===== src/rtl/gs_pkg.sv =====
// Shared types and constants for the RGB-to-grayscale block.
package gs_pkg;

    typedef enum logic [2:0] {
        IDLE  = 3'd0,
        GET_R = 3'd1,
        GET_G = 3'd2,
        GET_B = 3'd3,
        EMIT  = 3'd4,
        DONE  = 3'd5
    } gs_state_e;

    localparam int unsigned W_R_DEF    = 77;
    localparam int unsigned W_G_DEF    = 150;
    localparam int unsigned W_B_DEF    = 29;
    localparam int unsigned ROUND      = 128;
    localparam int unsigned WEIGHT_SUM = 256;

endpackage


===== src/rtl/gs_weighted_sum.sv =====
// Combinational luma multiply-add: W_R*r + W_G*g + W_B*b + rounding constant.
module gs_weighted_sum
    import gs_pkg::*;
#(
    parameter int unsigned W_R = W_R_DEF,
    parameter int unsigned W_G = W_G_DEF,
    parameter int unsigned W_B = W_B_DEF
) (
    input  logic [7:0]  r,
    input  logic [7:0]  g,
    input  logic [7:0]  b,
    output logic [15:0] sum
);

    logic [15:0] prod_r;
    logic [15:0] prod_g;
    logic [15:0] prod_b;

    // Weights sum to 256, so the total never exceeds 65408 and fits in 16 bits.
    always_comb begin
        prod_r = 16'(W_R) * {8'h00, r};
        prod_g = 16'(W_G) * {8'h00, g};
        prod_b = 16'(W_B) * {8'h00, b};
        sum    = prod_r + prod_g + prod_b + 16'(ROUND);
    end

endmodule


===== src/rtl/rgb_grayscaler.sv =====
// Serial R,G,B byte stream to one luma byte per pixel, with a frame-done pulse
// after N*M pixels.
module rgb_grayscaler
    import gs_pkg::*;
#(
    parameter int unsigned N   = 2,
    parameter int unsigned M   = 2,
    parameter int unsigned W_R = W_R_DEF,
    parameter int unsigned W_G = W_G_DEF,
    parameter int unsigned W_B = W_B_DEF
) (
    input  logic       clk,
    input  logic       rst_n,
    input  logic       GS_enable,
    input  logic       pix_valid,
    input  logic [7:0] pix_data,
    output logic       in_ready,
    output logic [7:0] gs_data,
    output logic       GS_valid,
    output logic       GS_done
);

    localparam int unsigned NUM_PIX = N * M;
    localparam int unsigned CNT_W   = (NUM_PIX > 1) ? $clog2(NUM_PIX) : 1;
    localparam logic [CNT_W-1:0] LAST_PIX = CNT_W'(NUM_PIX - 1);

    if (W_R + W_G + W_B != WEIGHT_SUM) begin : g_weight_check
        $error("rgb_grayscaler: W_R + W_G + W_B must equal 256");
    end

    gs_state_e        state;
    logic [CNT_W-1:0] pix_cnt;
    logic [7:0]       r_lat;
    logic [7:0]       g_lat;
    logic [15:0]      acc;
    logic [15:0]      sum;
    logic             unused_acc_lsb;

    gs_weighted_sum #(
        .W_R (W_R),
        .W_G (W_G),
        .W_B (W_B)
    ) u_weighted_sum (
        .r   (r_lat),
        .g   (g_lat),
        .b   (pix_data),
        .sum (sum)
    );

    assign in_ready       = (state == GET_R) || (state == GET_G) || (state == GET_B);
    assign gs_data        = acc[15:8];
    assign unused_acc_lsb = ^acc[7:0];

    always_ff @(posedge clk or negedge rst_n) begin
        if (!rst_n) begin
            state    <= IDLE;
            pix_cnt  <= '0;
            r_lat    <= 8'h00;
            g_lat    <= 8'h00;
            acc      <= 16'h0000;
            GS_valid <= 1'b0;
            GS_done  <= 1'b0;
        end else begin
            GS_valid <= 1'b0;
            GS_done  <= 1'b0;
            // Abort wins over everything; a strobe already registered for EMIT still shows.
            if (state != IDLE && !GS_enable) begin
                state   <= IDLE;
                pix_cnt <= '0;
            end else begin
                unique case (state)
                    IDLE: begin
                        pix_cnt <= '0;
                        if (GS_enable) state <= GET_R;
                    end
                    GET_R: begin
                        if (pix_valid) begin
                            r_lat <= pix_data;
                            state <= GET_G;
                        end
                    end
                    GET_G: begin
                        if (pix_valid) begin
                            g_lat <= pix_data;
                            state <= GET_B;
                        end
                    end
                    GET_B: begin
                        if (pix_valid) begin
                            acc      <= sum;
                            GS_valid <= 1'b1;
                            state    <= EMIT;
                        end
                    end
                    EMIT: begin
                        if (pix_cnt == LAST_PIX) begin
                            GS_done <= 1'b1;
                            state   <= DONE;
                        end else begin
                            pix_cnt <= pix_cnt + 1'b1;
                            state   <= GET_R;
                        end
                    end
                    DONE: begin
                        state <= IDLE;
                    end
                    default: begin
                        state <= IDLE;
                    end
                endcase
            end
        end
    end

endmodule


===== config.mk =====
export PLATFORM = sky130hd
export DESIGN_NAME = rgb_grayscaler
export DESIGN_NICKNAME = d
export VERILOG_FILES = /design/src/rtl/gs_pkg.sv /design/src/rtl/gs_weighted_sum.sv /design/src/rtl/rgb_grayscaler.sv
export SDC_FILE = /design/constraint.sdc
export NUM_CORES = 1
export LEC_CHECK = 0
export BUFFER_PORTS_ARGS = -buffer_cell sky130_fd_sc_hd__buf_2
export CAP_MARGIN = 20
export CORE_ASPECT_RATIO = 1.4
export CORE_UTILIZATION = 55
export DETAILED_ROUTE_END_ITERATION = 16
export PLACE_DENSITY = 0.72
export SKIP_CTS_REPAIR_TIMING = 1
export SLEW_MARGIN = 0
export SYNTH_ARGS = -nofsm -noshare
export SYNTH_HDL_FRONTEND = slang
export SYNTH_HIERARCHICAL = 1
export SYNTH_SLANG_ARGS = --single-unit

===== constraint.sdc =====
create_clock -name clk -period 7.2 [get_ports clk]
set_clock_uncertainty 0.15 [all_clocks]
set_input_delay 0.72 -clock clk [delete_from_list [all_inputs] [get_ports clk]]
set_output_delay 0.72 -clock clk [all_outputs]
set_load 0.01 [all_outputs]

## After elaboration in Yosys (flattened, before gate mapping)

Cells that the tools add are included.

| storage, ports and cells | value |
|---|---|
| bits in registers | 39 |
| output and inout port bits | 11 |

| operators by class | value |
|---|---|
| add/subtract/negate cells | 4 |
| multiply operators | 3 |
| equal/unequal tests | 10 |
| multiplexer cells | 16 |
| bitwise logic cells | 1 |
| reduce and logical (&&, ||, !) cells | 12 |

Operators by type and width:

| operator | number |
|---|---|
| $mul A7 B8 Y15 const A | 2 |
| $mux W3 | 6 |
| $add A15 B16 Y16 | 1 |
| $add A16 B13 Y16 | 1 |
| $add A16 B8 Y16 const B | 1 |
| $pmux W3 S5 | 1 |
| $mul A5 B8 Y13 const A | 1 |
| $ne A3 B2 Y1 const B | 3 |
| $reduce_and A3 Y1 | 3 |
| $eq A3 B2 Y1 const B | 2 |
| $mux W1 | 6 |
| $ne A3 B3 Y1 const B | 2 |
| $reduce_bool A3 Y1 | 2 |
| $mux W2 | 2 |
| $pmux W2 S2 | 1 |
| $reduce_and A4 Y1 | 1 |
| $eq A3 B1 Y1 const B | 1 |
| $eq A3 B3 Y1 const B | 1 |
| $logic_not A3 Y1 | 1 |
| $add A2 B1 Y2 const B | 1 |
| $eq A2 B2 Y1 const B | 1 |
| $logic_or A1 B1 Y1 | 2 |
| $reduce_and A2 Y1 | 1 |
| $logic_and A1 B1 Y1 | 1 |
| 2 further kinds | 2 |

## Depth between registers and ports, before layout

| logic depth | value |
|---|---|
| depth after elaboration | 4 |
| depth in mapped cells | 27 |
| depth with buffers taken out | 26 |

## Hierarchy

The synthesis kept the hierarchy.

Modules (own cells, without submodules):

| module | instances | cells an instance | area each (µm²) | seq. area each (µm²) |
|---|---|---|---|---|
| gs_weighted_sum | 1 | 360 | 3444.6 | 0.0 |
| rgb_grayscaler | 1 | 87 | 1268.7 | 775.7 |

## Worst setup path after synthesis

OpenSTA, ideal clock, no wires.

| timing path | value |
|---|---|
| path kind | flip-flop to flip-flop |
| start | register g_lat[5] |
| end | register acc[14] |
| setup time | 0.125 ns |
| arrival | 6.198 ns |
| setup slack | 0.727 ns |
| cell stages (with the launch flop) | 24 |
| path buffers | 0 |
| period minus slack after synthesis | 6.473 ns |
| cells stage by stage | dfrtp_1 ha_1 ha_1 ha_1 inv_1 fa_1 inv_1 ha_1 nand2_1 o211ai_1 xor2_1 fa_1 fa_1 inv_1 fa_1 inv_1 fa_1 ha_1 ha_1 and2_4 a221o_1 and4bb_1 a311o_1 mux2_2 |

| between the ends | value |
|---|---|
| cells in the longest elaborated chain, start to end | 4 |

Ends and longest elaborated chain:

| item | RTL line | text |
|---|---|---|
| start, declared | rgb_grayscaler.sv:34 | `logic [7:0] g_lat;` |
| start signal, assigned | rgb_grayscaler.sv:84 | `g_lat <= pix_data;` |
| $mul A7 B8 Y15 | gs_weighted_sum.sv:22 | `prod_g = 16'(W_G) * {8'h00, g};` |
| $add A15 B16 Y16 | gs_weighted_sum.sv:24 | `sum = prod_r + prod_g + prod_b + 16'(ROUND);` |
| $add A16 B13 Y16 | gs_weighted_sum.sv:24 |  |
| $add A16 B8 Y16 | gs_weighted_sum.sv:24 |  |
| named net sum[14] | rgb_grayscaler.sv:36 | `logic [15:0] sum;` |
| end signal, assigned | rgb_grayscaler.sv:90 | `acc <= sum;` |
| end, declared | rgb_grayscaler.sv:35 | `logic [15:0] acc;` |

The timed path passes the listed nets, and every way through them passes these cells.
A chain may end at the register's enable or synchronous reset.

## Final worst setup path

| timing path | value |
|---|---|
| start | register g_lat[3] |
| end | register acc[14] |

Same word-level chain as after synthesis.

==> results.toml <==
[status]
status = "finished clean"

[global_route]
antenna_found_initial = 0
globalRouteOverflowTotal = 0
grt_pass1_wl_mm = 15.33
grt_util_all_layers = 0.2263
grt_max_degree = 32
grt_pass1_vias = 3419

[clock_tree]
cts_num_sinks = 31
htreeDepth = 2
root_buffer = "clkbuf_16"
clock_latency_ps = 290
cts_tree = "built"
cts_max_path_buffers = 2
cts_buffers = 5
path_clk_slew_ps = 60

[worst_setup_path]
startpoint_type = "flip-flop"
r2r-start = "g_lat[3]$_DFFE_PN0P_"
worstPathRequired_ps = 7220
worst_r2r_path_depth = 23
reg2reg_to = "acc[14]$_DFFE_PN0P_"
cp.arrival_ps = 6850
reg2reg_setup_slack_ps = 360
worstSetupPathType = "reg2reg"
end_kind = "flip-flop"
crit_fanout = 5

[die]
die_height_um = 111.1
initial_core_util = 0.5704
core_region_area_um2 = 8198
dieArea_um2 = 8879
rows = 39
die_w_um = 79.93
pin_count = 23

[cells_and_area]
nFillCells = 686
syn_to_final_growth_pct = 8.162
final_cells = 570
final_cell_area_um2 = 5057
nets = 635
num_antenna_cells = 0
layout-drive-gt1-share = 0.1346

[detailed_routing]
dr_wl_met3_um = 272
met2_wirelength_mm = 4.688
ant_nets = 0
wl_mm = 8.591
met1_length_mm = 3.381
routedWlPerCell_um = 15.07
drcViolationCount = 0
num_vias = 3082
dr.max_layer_used = "met4"
drt-initial-drc-count = 65
viasPerCell = 5.407
firstDrtPassIters = 4

[timing]
fin_crit_sh = 0.9495
rsz0062_at_grt = "false"
clock.fmax_mhz = 146.3
setup_viol = 0
max_slew.worst_pin.slew_ps = 726.3
hold_viol = 0
relSlewSlack = 0.5158
final-max-slew-violation-count = 0
holdWs_ps = 337.7
setup_tns_ps = 0
min_period_ps = 6836

[yosys]
synth_nets = 610
avgSynthCellArea_um2 = 10.58
synthesis.area_um2 = 4676
yosysWarnings = 6
synth_cells = 442

[place]
dp.cells = 562
io_buffers = 22
dpl_cell_area_um2 = 4893
hpwl_mm = 7.380
place_congestion = 0.9069

[hold_path]
hp-class = "in2async"

[job]
cap_violations = 0
==> cells in the final DEF (no fill, tap or decap), drive strengths merged, types with 2 or more instances in the layout <==
master    n
o21ai    13
nor2b     2
nor4      2
mux2i     3
a31oi     3
nand3     6
o211ai    4
nor3      6
nor2      8
a21oi    14
a211oi    2
clkbuf    7
inv     104
dfrtp    31
ha      100
and3      2
a21o      4
buf      22
a221o     2
and2      3
mux2     24
xor2      8
nand2    16
fa       56
xnor2    10
nor3b     2
==> per-stage QoR <==
step / util / setup WS [ps]
2_1_floorplan: - / 726.9
3_3_place_gp: 0.5969 / 440.9
3_5_place_dp: 0.5969 / 338.3
4_1_cts: 0.6165 / 315.2
5_1_grt: 0.6169 / 19.62
6_report: 0.6169 / 363.8
==> metal layers <==
layer	vias up	global-route usage
met3	16	0.04033
met5	-	0
met2	46	0.4103
met1	1518	0.2584
met4	0	0.08333
li1	1502	-
==> critical path, stage by stage (launching register included) <==
cell      delay (ps)
dfrtp_1          430
ha_1             310
ha_1             270
ha_1             270
inv_1             50
fa_1             500
inv_1             40
ha_1             320
nand2_1           90
o211ai_1         200
xor2_1           250
fa_1             470
fa_1             520
inv_1             50
fa_1             470
inv_1             60
fa_1             470
ha_1             310
ha_1             330
and2_4           160
a221o_1          260
and4bb_1         220
a311o_1          260
mux2_2           260
==> registers in the layout, indices dropped and copies added, names as in the netlist <==
name	flops
acc	8
state	3
pix_cnt	2
g_lat	8
r_lat	8
GS_valid	1
GS_done	1
==> how the worst max path moves through the flow <==
stage,startpoint,to,slack [ps],depth (start not counted)
global placement,g_lat[5]$_DFFE_PN0P_,acc[14]$_DFFE_PN0P_,440,23
floorplan,g_lat[5]$_DFFE_PN0P_,acc[14]$_DFFE_PN0P_,730,23
finish,g_lat[3]$_DFFE_PN0P_,acc[14]$_DFFE_PN0P_,360,23
detailed placement,g_lat[3]$_DFFE_PN0P_,acc[14]$_DFFE_PN0P_,340,23
CTS,g_lat[3]$_DFFE_PN0P_,acc[14]$_DFFE_PN0P_,320,23
global route,g_lat[3]$_DFFE_PN0P_,acc[15]$_DFFE_PN0P_,20,25
==> cell type report <==
cell class	count	area (um^2)	share of cell area
sequential	31	775.7	0.1534
clock inverter	1	7.507	0.001484
tap	102	127.6	0.02523
multi-input combinational	303	3493	0.6907
timing repair buffer	22	110.1	0.02177
clock buffer	7	152.6	0.03018
inverter	104	390.4	0.07719
Power is left out: the tool's default activity adds up to more than one toggle a clock period on the data nets, which glitch-free logic cannot reach.
